===== src/rtl/axi_mem_pkg.sv =====
// Shared AXI burst/response encodings and the read-controller FSM state type.
package axi_mem_pkg;

  localparam logic [1:0] BURST_FIXED = 2'b00;
  localparam logic [1:0] BURST_INCR  = 2'b01;
  localparam logic [1:0] BURST_WRAP  = 2'b10;
  localparam logic [1:0] RESP_OKAY   = 2'b00;

  typedef enum logic {IDLE, BURST} state_t;

  // Only power-of-two burst lengths of 2..16 beats are legal wrap lengths.
  function automatic logic is_wrap_len(input logic [7:0] len);
    return (len == 8'd1) || (len == 8'd3) || (len == 8'd7) || (len == 8'd15);
  endfunction

endpackage


===== src/rtl/axi_rom_rd_fifo.sv =====
// Three-entry synchronous FIFO that buffers ROM read data for the R channel.
module axi_rom_rd_fifo #(
  parameter int W = 133
) (
  input  logic         clk,
  input  logic         rst_n,
  input  logic         push,
  input  logic [W-1:0] din,
  input  logic         pop,
  output logic [W-1:0] dout,
  output logic         empty,
  output logic [1:0]   count
);

  logic [W-1:0] mem [3];
  logic [1:0]   wr_ptr;
  logic [1:0]   rd_ptr;
  logic         do_push;
  logic         do_pop;

  function automatic logic [1:0] ptr_next(input logic [1:0] p);
    return (p == 2'd2) ? 2'd0 : p + 2'd1;
  endfunction

  assign empty   = (count == 2'd0);
  assign do_push = push && (count != 2'd3);
  assign do_pop  = pop && !empty;
  assign dout    = mem[rd_ptr];

  // Storage is cleared on reset so the R payload reads as zero while idle.
  always_ff @(posedge clk or negedge rst_n) begin
    if (!rst_n) begin
      for (int i = 0; i < 3; i++) mem[i] <= '0;
      wr_ptr <= 2'd0;
      rd_ptr <= 2'd0;
      count  <= 2'd0;
    end else begin
      if (do_push) begin
        mem[wr_ptr] <= din;
        wr_ptr      <= ptr_next(wr_ptr);
      end
      if (do_pop) rd_ptr <= ptr_next(rd_ptr);
      if (do_push && !do_pop)      count <= count + 2'd1;
      else if (!do_push && do_pop) count <= count - 2'd1;
    end
  end

endmodule


===== src/rtl/axi_rom_rd_ctrl.sv =====
// AXI4 read-channel front-end for a 1-cycle-latency synchronous ROM:
// accepts AR bursts, issues one ROM read per beat and returns buffered R beats.
module axi_rom_rd_ctrl
  import axi_mem_pkg::*;
#(
  parameter int ADDR_WD = 32,
  parameter int DATA_WD = 128,
  parameter int ID_WD   = 4,
  parameter int ROM_AW  = 11
) (
  input  logic               clk,
  input  logic               rst_n,
  input  logic               arvalid,
  output logic               arready,
  input  logic [ADDR_WD-1:0] araddr,
  input  logic [ID_WD-1:0]   arid,
  input  logic [7:0]         arlen,
  input  logic [1:0]         arburst,
  output logic               rvalid,
  input  logic               rready,
  output logic [DATA_WD-1:0] rdata,
  output logic [ID_WD-1:0]   rid,
  output logic [1:0]         rresp,
  output logic               rlast,
  output logic               rom_rd_en,
  output logic [ADDR_WD-1:0] rom_addr,
  input  logic [DATA_WD-1:0] rom_rdata
);

  localparam int BYTE_SHIFT = $clog2(DATA_WD / 8);
  localparam int FIFO_W     = DATA_WD + ID_WD + 1;

  state_t            state;
  logic [ID_WD-1:0]  id_q;
  logic [7:0]        len_q;
  logic [1:0]        burst_q;
  logic [7:0]        beat_q;
  logic [ROM_AW-1:0] idx_q;
  logic [ROM_AW-1:0] idx_inc;
  logic [ROM_AW-1:0] wrap_mask;
  logic [ROM_AW-1:0] next_idx;
  logic [ROM_AW-1:0] ar_idx;
  logic              infl_v;
  logic [ID_WD-1:0]  infl_id;
  logic              infl_last;
  logic [1:0]        fifo_count;
  logic              fifo_empty;
  logic [FIFO_W-1:0] fifo_dout;
  logic              unused_addr_bits;

  assign ar_idx           = araddr[BYTE_SHIFT +: ROM_AW];
  assign unused_addr_bits = ^{araddr[BYTE_SHIFT-1:0], araddr[ADDR_WD-1:BYTE_SHIFT+ROM_AW]};

  // Credit check uses only registered state, so rready never reaches rom_rd_en.
  assign rom_rd_en = (state == BURST) && (({1'b0, fifo_count} + {2'b00, infl_v}) < 3'd3);
  assign rom_addr  = {{(ADDR_WD-ROM_AW){1'b0}}, idx_q};

  assign idx_inc   = idx_q + {{(ROM_AW-1){1'b0}}, 1'b1};
  assign wrap_mask = {{(ROM_AW-4){1'b0}}, len_q[3:0]};

  always_comb begin
    next_idx = idx_inc;
    case (burst_q)
      BURST_FIXED: next_idx = idx_q;
      BURST_WRAP:  if (is_wrap_len(len_q)) next_idx = (idx_q & ~wrap_mask) | (idx_inc & wrap_mask);
      default:     next_idx = idx_inc;
    endcase
  end

  always_ff @(posedge clk or negedge rst_n) begin
    if (!rst_n) begin
      state   <= IDLE;
      arready <= 1'b0;
      id_q    <= '0;
      len_q   <= 8'd0;
      burst_q <= BURST_INCR;
      beat_q  <= 8'd0;
      idx_q   <= '0;
    end else begin
      case (state)
        IDLE: begin
          if (arvalid && arready) begin
            id_q    <= arid;
            len_q   <= arlen;
            burst_q <= arburst;
            beat_q  <= 8'd0;
            idx_q   <= ar_idx;
            arready <= 1'b0;
            state   <= BURST;
          end else begin
            arready <= 1'b1;
          end
        end
        BURST: begin
          if (rom_rd_en) begin
            beat_q <= beat_q + 8'd1;
            idx_q  <= next_idx;
            if (beat_q == len_q) begin
              state   <= IDLE;
              arready <= 1'b1;
            end
          end
        end
        default: state <= IDLE;
      endcase
    end
  end

  // Tag travels alongside the ROM's one-cycle read latency.
  always_ff @(posedge clk or negedge rst_n) begin
    if (!rst_n) begin
      infl_v    <= 1'b0;
      infl_id   <= '0;
      infl_last <= 1'b0;
    end else begin
      infl_v <= rom_rd_en;
      if (rom_rd_en) begin
        infl_id   <= id_q;
        infl_last <= (beat_q == len_q);
      end
    end
  end

  axi_rom_rd_fifo #(.W(FIFO_W)) u_fifo (
    .clk   (clk),
    .rst_n (rst_n),
    .push  (infl_v),
    .din   ({rom_rdata, infl_id, infl_last}),
    .pop   (rvalid && rready),
    .dout  (fifo_dout),
    .empty (fifo_empty),
    .count (fifo_count)
  );

  assign rvalid = !fifo_empty;
  assign rdata  = fifo_dout[FIFO_W-1 -: DATA_WD];
  assign rid    = fifo_dout[ID_WD:1];
  assign rlast  = fifo_dout[0];
  assign rresp  = RESP_OKAY;

endmodule


===== config.mk =====
export PLATFORM = sky130hd
export DESIGN_NAME = axi_rom_rd_ctrl
export DESIGN_NICKNAME = d
export VERILOG_FILES = /design/src/rtl/axi_mem_pkg.sv /design/src/rtl/axi_rom_rd_fifo.sv /design/src/rtl/axi_rom_rd_ctrl.sv
export SDC_FILE = /design/constraint.sdc
export NUM_CORES = 1
export LEC_CHECK = 0
export BUFFER_PORTS_ARGS = -buffer_cell sky130_fd_sc_hd__clkbuf_2
export CELL_PAD_IN_SITES_DETAIL_PLACEMENT = 0
export CELL_PAD_IN_SITES_GLOBAL_PLACEMENT = 1
export CORE_ASPECT_RATIO = 1.5
export CORE_UTILIZATION = 45
export DETAILED_ROUTE_END_ITERATION = 6
export PLACE_DENSITY = 0.77
export SLEW_MARGIN = 20
export SYNTH_ARGS = -nofsm -noshare
export SYNTH_HDL_FRONTEND = slang
export SYNTH_SLANG_ARGS = --single-unit
export TNS_END_PERCENT = 100

===== constraint.sdc =====
create_clock -name clk -period 2.7 [get_ports clk]
set_clock_uncertainty 0.05 [all_clocks]
set_input_delay 0.54 -clock clk [delete_from_list [all_inputs] [get_ports clk]]
set_output_delay 0.54 -clock clk [all_outputs]
set_load 0.02 [all_outputs]

## Yosys cells after proc, flatten, opt, wreduce, memory -nomap -nowiden

Cells that the tools add are included.

| operators by class | value |
|---|---|
| add/sub/neg operators | 7 |
| magnitude comparators | 4 |
| eq/ne operators | 13 |
| mux-type cells | 26 |
| bitwise gates (word level) | 7 |
| reductions and logical operators | 21 |

Operator list:

| operator | count |
|---|---|
| 399-bit bitwise mux | 1 |
| 133-bit two-way mux | 3 |
| 133-bit binary-select mux with 2-bit select | 1 |
| 133-bit demux with 2-bit select | 1 |
| 11-bit case mux with 2 select lines | 2 |
| 11-bit two-way mux | 3 |
| 8-bit two-way mux | 2 |
| 8-bit case mux with 2 select lines | 1 |
| 11-bit by 1-bit adder with 11-bit output, second input constant | 1 |
| 11-bit bitwise AND | 1 |
| 11-bit by 4-bit bitwise AND with 11-bit output | 1 |
| 4-bit inverter with 11-bit output | 1 |
| 11-bit OR | 1 |
| 8-bit by 1-bit adder with 8-bit output, second input constant | 1 |
| 8-bit by 1-bit == test with 1-bit output, second input constant | 1 |
| 8-bit by 2-bit == test with 1-bit output, second input constant | 1 |
| 8-bit by 3-bit == test with 1-bit output, second input constant | 1 |
| 8-bit by 4-bit == test with 1-bit output, second input constant | 1 |
| 8-bit == test | 1 |
| 1-bit logical AND | 8 |
| 2-bit two-way mux | 4 |
| 2-bit != test, second input constant | 4 |
| 2-bit by 1-bit adder with 2-bit output, second input constant | 3 |
| 2-bit == test, second input constant | 3 |
| 16 further kinds | 31 |

| word-level totals | value |
|---|---|
| flip-flop bits (word level) | 446 |
| input port bits | 178 |
| output and inout port bits | 170 |

## Longest topological paths before layout

Gate-level depths: netlist of the first run.

| depth | value |
|---|---|
| depth in word-level cells | 8 |
| depth in mapped cells | 8 |
| mapped depth without buffers | 8 |

## By module

A second synthesis of the first run with hierarchy kept.

| unflattened totals | value |
|---|---|
| cell total of the unflattened synthesis | 1577 |
| area total of the unflattened synthesis | 20314.5 um2 |

Modules (own cells, without submodules):

| module | times used | cells each | area an instance (um2) | seq. area each (um2) |
|---|---|---|---|---|
| axi_rom_rd_fifo | 1 | 1312 | 17961.0 | 10134.7 |
| axi_rom_rd_ctrl | 1 | 265 | 2353.5 | 1027.2 |

## Least setup slack after synthesis of the first run

No wires, ideal clock.

| timing path | value |
|---|---|
| kind | reg2out |
| from | register u_fifo.rd_ptr[1] |
| to | output port rdata[100] |
| arrival time | 1.534 ns |
| data required time | 2.110 ns |
| slack | 0.576 ns |
| cell stages (with the launch flop) | 5 |
| path buffers | 2 |
| path through | dfrtp_1 > buf_2 > buf_1 > mux2i_1 > o21ai_0 |

| on the way | value |
|---|---|
| word-level cells in the longest chain between the ends | 4 |

RTL lines:

| what | line | RTL |
|---|---|---|
| start: declaration | axi_rom_rd_fifo.sv:17 | `logic [1:0] rd_ptr;` |
| start signal: assignment | axi_rom_rd_fifo.sv:42 | `if (do_pop) rd_ptr <= ptr_next(rd_ptr);` |
| 2-bit inverter with 3-bit output (implied by the code) | axi_rom_rd_fifo.sv:28 | `assign dout = mem[rd_ptr];` |
| 133-bit binary-select mux with 2-bit select | axi_rom_rd_fifo.sv:28 |  |
| 133-bit two-way mux (implied by the code) (2 in series) | axi_rom_rd_fifo.sv:28 |  |
| end: declaration | axi_rom_rd_ctrl.sv:21 | `output logic [DATA_WD-1:0] rdata,` |

No other way between the ends. The select of a mux whose other input is x is not followed.

## Worst setup path after layout of the first run

| timing path | value |
|---|---|
| from | register u_fifo.rd_ptr[0] |
| to | output port rdata[55] |

Same word-level chain as after synthesis.

==> results.cfg, run 1 <==
[clocking]
cts_root_buf = clkbuf_16
cts.clk_slew.worst_paths_ns = 0.06
cts-buffers-inserted = 44
htree_levels = 2
cts_max_path_buffers = 3
cts_tree = yes
clock_latency_ns = 0.54
clock_sinks = 446

[route]
antenna_left = 0
firstDrtPassIters = 4
first_iter_violations = 585
avgRoutedWirePerCell_um = 19.04
drc_errors = 0
via_per_inst = 5.304
wl_mm = 47.30
vias = 13170

[critical_path]
worstSetupEndpointType = primary output
crit_path_start_kind = register
crit_type = reg -> out
crit_chain = buf_12, o21ai_0, buf_2
arrival_ns = 2.08
crit_slowest_cell = buf_12
cp.depth = 3
critPathTopFamily = buffers and inverters
worst_r2r_path_depth = 9
path_max_fanout = 135
crit_required_ns = 2.11
cpPeakStageDelay_ns = 0.45
cp_num_buf_inv = 2

[flow_run]
maxCapViolCount = 0

[place]
place.gp.congestion = 0.7551
hpwl_mm = 29.46
io_buffers = 303

[sta]
relSlewSlack_pct = 51.25
fin_hold_ws_ns = 0.1450
hold_violations = 0
slew_viol_final = 0
setup_violations = 0
rsz0062_at_grt = true
tightest_slew_ns = 0.7313
fmax_mhz = 374.3
period_minus_slack_ns = 2.672
min_period_over_period_pct = 98.96

[floorplan]
fp-row-count = 94
die-area_um2 = 45450
fp.coreArea_um2 = 43870
num_io_pins = 348
initial_utilization_pct = 45.73
die_h_um = 260.6
die_width_um = 174.4

[power_and_ir_drop]
p_comb_share_pct = 46.6
p_sw_mw = 12.96
p_clk_share_pct = 18.4
peakVddDrop_mv = 0.9807
p_int_mw = 20.84
seqPwrFrac_pct = 35.0
swShare_pct = 38.33
p_per_area_nw_per_um2 = 1406
power_leakage_nw = 10.88

[global_route]
overflow = 0
grt_pass1_vias = 13880
grt_max_degree = 136
grt_pass1_wl_mm = 74.18
grt_use_total_pct = 20.51
antenna_found_initial = 2

[synthesis]
synth_top_area_share_pct = 55.51
synth-simple-area-share_pct = 5.650
synth-adder-area-share_pct = 0.3118
synth_top_family_by_area = multiplexers
muxShareOfSynthArea_pct = 29.35
yosysWarnings = 0
synthTopCellsByArea = dfrtp_1 (56%), mux2_2 (14%), mux2_1 (8.3%)
yosysTopAreaCell = dfrtp_1
synth.most_common_cell = dfrtp_1
async_reset_ff_share_pct = 100.0
synth-seq-cells = 446
synth-edff-count = 0
synth_area_um2 = 20060
syn_area_per_cell_um2 = 12.81
synth-seq-area-share_pct = 55.64
ys_types = 51
synth_xor_area_share_pct = 0.6985
synth_compound_area_share_pct = 4.634
ys_top_cells_by_count = dfrtp_1 (445), mux2_2 (255), nand2_1 (210)
synth_ff_type = dfrtp_1
synth_cells = 1566

[worst_hold_path]
holdPathStages = 3
hp-class = in -> reg

[finish]
drive_gt1_share_pct = 36.71
fillers = 3798
syn_to_final_growth_pct = 19.86
utilization_pct = 54.81
fin_nets = 2058

[outcome]
status = finished, final reports clean
-- state kept, by name (all words and copies together) (netlist names), named ones only --
name,cells
u_fifo.mem,399
beat_q,8
idx_q,8
len_q,8
id_q,4
infl_id,4
burst_q,2
u_fifo.count,2
u_fifo.rd_ptr,2
u_fifo.wr_ptr,2
arready,1
infl_last,1
infl_v,1
state,1
-- cells by family after synthesis --
group / Yosys count
AOI/OAI and AO/OA: 168
buffers and inverters: 125
muxes: 538
other: 1
DFF: 446
and+or+nand+nor: 267
adders and majority gates: 5
xor gates and xnor gates: 16
-- per-stage QoR --
| stage | setup slack [ns] | area, µm² | power, mW | setup TNS [ns] | cells |
|---|---|---|---|---|---|
| 2_1_floorplan | 0.5758 | 20140 | 22.23 | 0 | 1588 |
| 5_1_grt | -0.01781 | 24050 | 35.93 | -0.1263 | 2484 |
| 4_1_cts | 0.004175 | 23820 | 33.74 | 0 | 2475 |
| 6_report | 0.02820 | 24050 | 33.80 | 0 | 2484 |
| 3_5_place_dp | 0.3279 | 22230 | 27.21 | 0 | 2389 |
| 3_3_place_gp | 0.3582 | 22230 | 26.67 | 0 | 2389 |
-- worst register-to-register path: stages (launching register included) --
cell,delay [ns]
dfrtp_1,0.39
ha_1,0.21
ha_1,0.29
a21oi_2,0.07
buf_4,0.14
buf_4,0.13
a21oi_2,0.36
nor2_1,0.17
o21ai_1,0.13
mux2_2,0.35
-- per-layer routing --
layer / up-vias / global-route usage (%) / share of wire, %
li1: 6065 / - / -
met2: 283 / 36.91 / 51
met3: 68 / 4.385 / 5.2
met5: - / 0 / 0.027
met1: 6756 / 24.65 / 41
met4: 2 / 5.580 / 2.1
-- worst paths after layout --
check | startpoint | end | slack [ns]
min in group asynchronous | rst_n | u_fifo.mem[160] | 0.50
worst min-delay path | arid[1] | id_q[1] | 0.15
worst min register to register | id_q[3] | infl_id[3] | 0.42
worst max register to register | infl_v | register | 0.31
worst max-delay path | u_fifo.rd_ptr[0] | rdata[55] | 0.03
max in group asynchronous | rst_n | u_fifo.mem[106] | 1.16
-- repair_timing --
item / in CTS / in global routing
hold endpoints to repair: 49 / 0
buffers inserted: 6 / 4
cloned: 1 / 4
setup endpoints to repair: 28 / 75
gates resized for setup: 9 / 82
pin swaps: 1 / 1
hold buffers: 1 / 0
-- area by class of cell --
cell class	count	area [µm²]	area share, %
inverter	8	30.03	0.1249
antenna	1	2.502	0.01041
timing repair buffer	358	2387	9.928
sequential	446	11170	46.45
clock inverter	12	143.9	0.5984
multi-input combinational	1017	8267	34.38
tap	576	720.7	2.997
clock buffer	66	1325	5.510
-- power groups by stage --
stage / clock [mW] / sequential (mW) / combinational (mW)
6_report: 6.21 / 11.8 / 15.8
5_1_grt: 6.63 / 12.3 / 17.0
4_1_cts: 6.39 / 11.8 / 15.5
3_5_place_dp: 0 / 11.9 / 15.3
3_3_place_gp: 0 / 11.7 / 15.0
2_1_floorplan: 0 / 11.4 / 10.8
-- cell usage in the layout, fill, tap and decap left out, drive strengths merged, types with 2 or more instances in the layout --
master / Yosys / final
xor2: 13 / 13
dfrtp: 445 / 445
clkinvlp: 0 / 2
a211oi: 2 / 2
nand3b: 3 / 3
nand2b: 5 / 5
clkbuf: 28 / 320
nand4: 3 / 3
nand3: 9 / 9
nor2: 16 / 16
ha: 5 / 5
nor4: 4 / 4
xnor2: 3 / 3
or2: 3 / 3
o41a: 2 / 2
mux2: 402 / 402
nor3: 3 / 3
a21o: 2 / 2
o22ai: 2 / 2
inv: 7 / 9
buf: 89 / 102
o32a: 5 / 5
a21oi: 5 / 5
clkinv: 1 / 6
mux2i: 136 / 136
nor2b: 2 / 2
nand2: 211 / 211
o21ai: 142 / 142
conb: 1 / 23
bufinv: 0 / 3
o311ai: 5 / 5
Note: power is estimated with default switching activity, not from simulation.
==> run 2, diff against run 1 <==
--- a/config.mk
+++ b/config.mk
@@ -12,6 +12,7 @@
 export CORE_UTILIZATION = 45
 export DETAILED_ROUTE_END_ITERATION = 6
 export PLACE_DENSITY = 0.77
+export SETUP_SLACK_MARGIN = 0.05
 export SLEW_MARGIN = 20
 export SYNTH_ARGS = -nofsm -noshare
 export SYNTH_HDL_FRONTEND = slang
==> run 2 against run 1 <==
Net effect: utilization increased by 0.54 points; count of clock-buffer cells in the layout is the same; sequential power barely moved; non-clock buffer count up 6; critical path type unchanged; largest power group unchanged.
==> results.cfg, run 2 (synthesized netlist as in run 1, its figures left out) <==
[route]
first_iter_violations = 615
avgRoutedWirePerCell_um = 19.43
via_per_inst = 5.294
antenna_left = 0
drc_errors = 0
wl_mm = 48.38
firstDrtPassIters = 5
vias = 13180

[clocking]
clock_latency_ns = 0.54
cts.clk_slew.worst_paths_ns = 0.06
cts-buffers-inserted = 44
cts_root_buf = clkbuf_16
htree_levels = 2
cts_tree = yes
clock_sinks = 446
cts_max_path_buffers = 3

[critical_path]
arrival_ns = 2.03
reg2reg_slack_ns = 0.32
worstSetupEndpointType = primary output
cp-startpoint = u_fifo.rd_ptr[1]
crit_type = reg -> out
worst_r2r_path_depth = 9
r2r_start = infl_v
crit_path_start_kind = register
path_max_fanout = 21
crit_required_ns = 2.11
cp-endpoint = rdata[55]

[floorplan]
die_width_um = 174.4
fp.coreArea_um2 = 43870
num_io_pins = 348
die_h_um = 260.6
fp-row-count = 94
initial_utilization_pct = 45.73
die-area_um2 = 45450

[global_route]
overflow = 0
grt_use_total_pct = 20.54
grt_pass1_wl_mm = 74.22
antenna_found_initial = 2
grt_pass1_vias = 13860
grt_max_degree = 136

[finish]
layout_common_cells = dfrtp_1 (443), mux2_2 (255), nand2_1 (207), clkbuf_2 (193), mux2_1 (147)
final_common_cell = dfrtp_1
fin_nets = 2064
drive_gt1_share_pct = 37.06
largest_register_ffs = 399
final_area_um2 = 24280
regMostFlops = u_fifo.mem
final_cell_count_no_fill = 2490
syn_to_final_growth_pct = 21.03

[worst_hold_path]
hp-class = in -> reg
holdPathStages = 3

[sta]
tightest_slew_ns = 0.6196
relSlewSlack_pct = 58.70
min_period_over_period_pct = 97.05
slew_viol_final = 0
hold_violations = 0
rsz0062_at_grt = true
fmax_mhz = 381.6
period_minus_slack_ns = 2.620
setup_violations = 0

[power_and_ir_drop]
peakVddDrop_mv = 0.9934
power_leakage_nw = 10.95
p_per_area_nw_per_um2 = 1417

[place]
place.gp.congestion = 0.7551
hpwl_mm = 29.46
place_area_um2 = 22230
place_inst = 2389
io_buffers = 303

[outcome]
status = finished, final reports clean

[flow_run]
maxCapViolCount = 0
## run 2: worst min path at each step
| stage | from | endpoint | slack [ns] |
|---|---|---|---|
| floorplan | rst_n | asynchronous set/reset pin | 0.19 |
| detailed placement | id_q[3] | infl_id[3] | 0.41 |
| CTS | arid[1] | id_q[1] | 0.12 |
| global placement | id_q[1] | infl_id[1] | 0.40 |
| global route | arburst[0] | burst_q[0] | 0.13 |
| finish | arburst[0] | burst_q[0] | 0.14 |
## run 2: power breakdown
| group | total [mW] | switching (mW) | internal (mW) |
|---|---|---|---|
| Sequential | 11.8 | 1.76 | 10.1 |
| Clock | 6.22 | 2.55 | 3.67 |
| Combinational | 16.4 | 8.80 | 7.55 |
| Total | 34.4 | 13.1 | 21.3 |
## run 2: cell type report
cell class	instances	area [µm²]
tap	576	720.7
sequential	446	11170
inverter	8	32.53
timing repair buffer	364	2603
multi-input combinational	1017	8284
clock inverter	12	143.9
clock buffer	66	1325
fill	3784	19590
antenna	1	2.502
## run 2: metal layers
layer	global-route usage, %	wire length, µm	vias to the layer above
met5	0	13	-
met4	5.361	956	2
met1	24.71	19690	6745
met2	37.03	25160	291
li1	-	-	6075
met3	4.371	2562	70
## run 2: metrics by stage
step / util, % / setup slack (ns) / hold WS [ns] / total power, mW / TNS [ns]
after global routing: 55.35 / -0.009931 / 0.1274 / 36.51 / -0.02864
after CTS: 54.49 / 0.01199 / 0.1215 / 33.95 / 0
after detailed placement: 50.67 / 0.3279 / 0.4066 / 27.21 / 0
after floorplan: - / 0.5758 / 0.1944 / 22.23 / 0
final: 55.35 / 0.07965 / 0.1443 / 34.41 / 0
after global placement: 50.67 / 0.3582 / 0.4021 / 26.67 / 0
## run 2: repair_timing
action,CTS,global route
endpoints found under the hold margin,49,0
resized for setup,43,153
setup buffers,6,6
gates cloned,1,9
pin swaps,1,1
hold buffers,1,0
endpoints found under the setup margin,72,124
## run 2: worst max-delay path, cell delays in order, from the launching register on
cell	delay, ns
dfrtp_4	0.54
buf_12	0.16
buf_16	0.18
mux2i_1	0.14
o21ai_0	0.24
buf_2	0.22
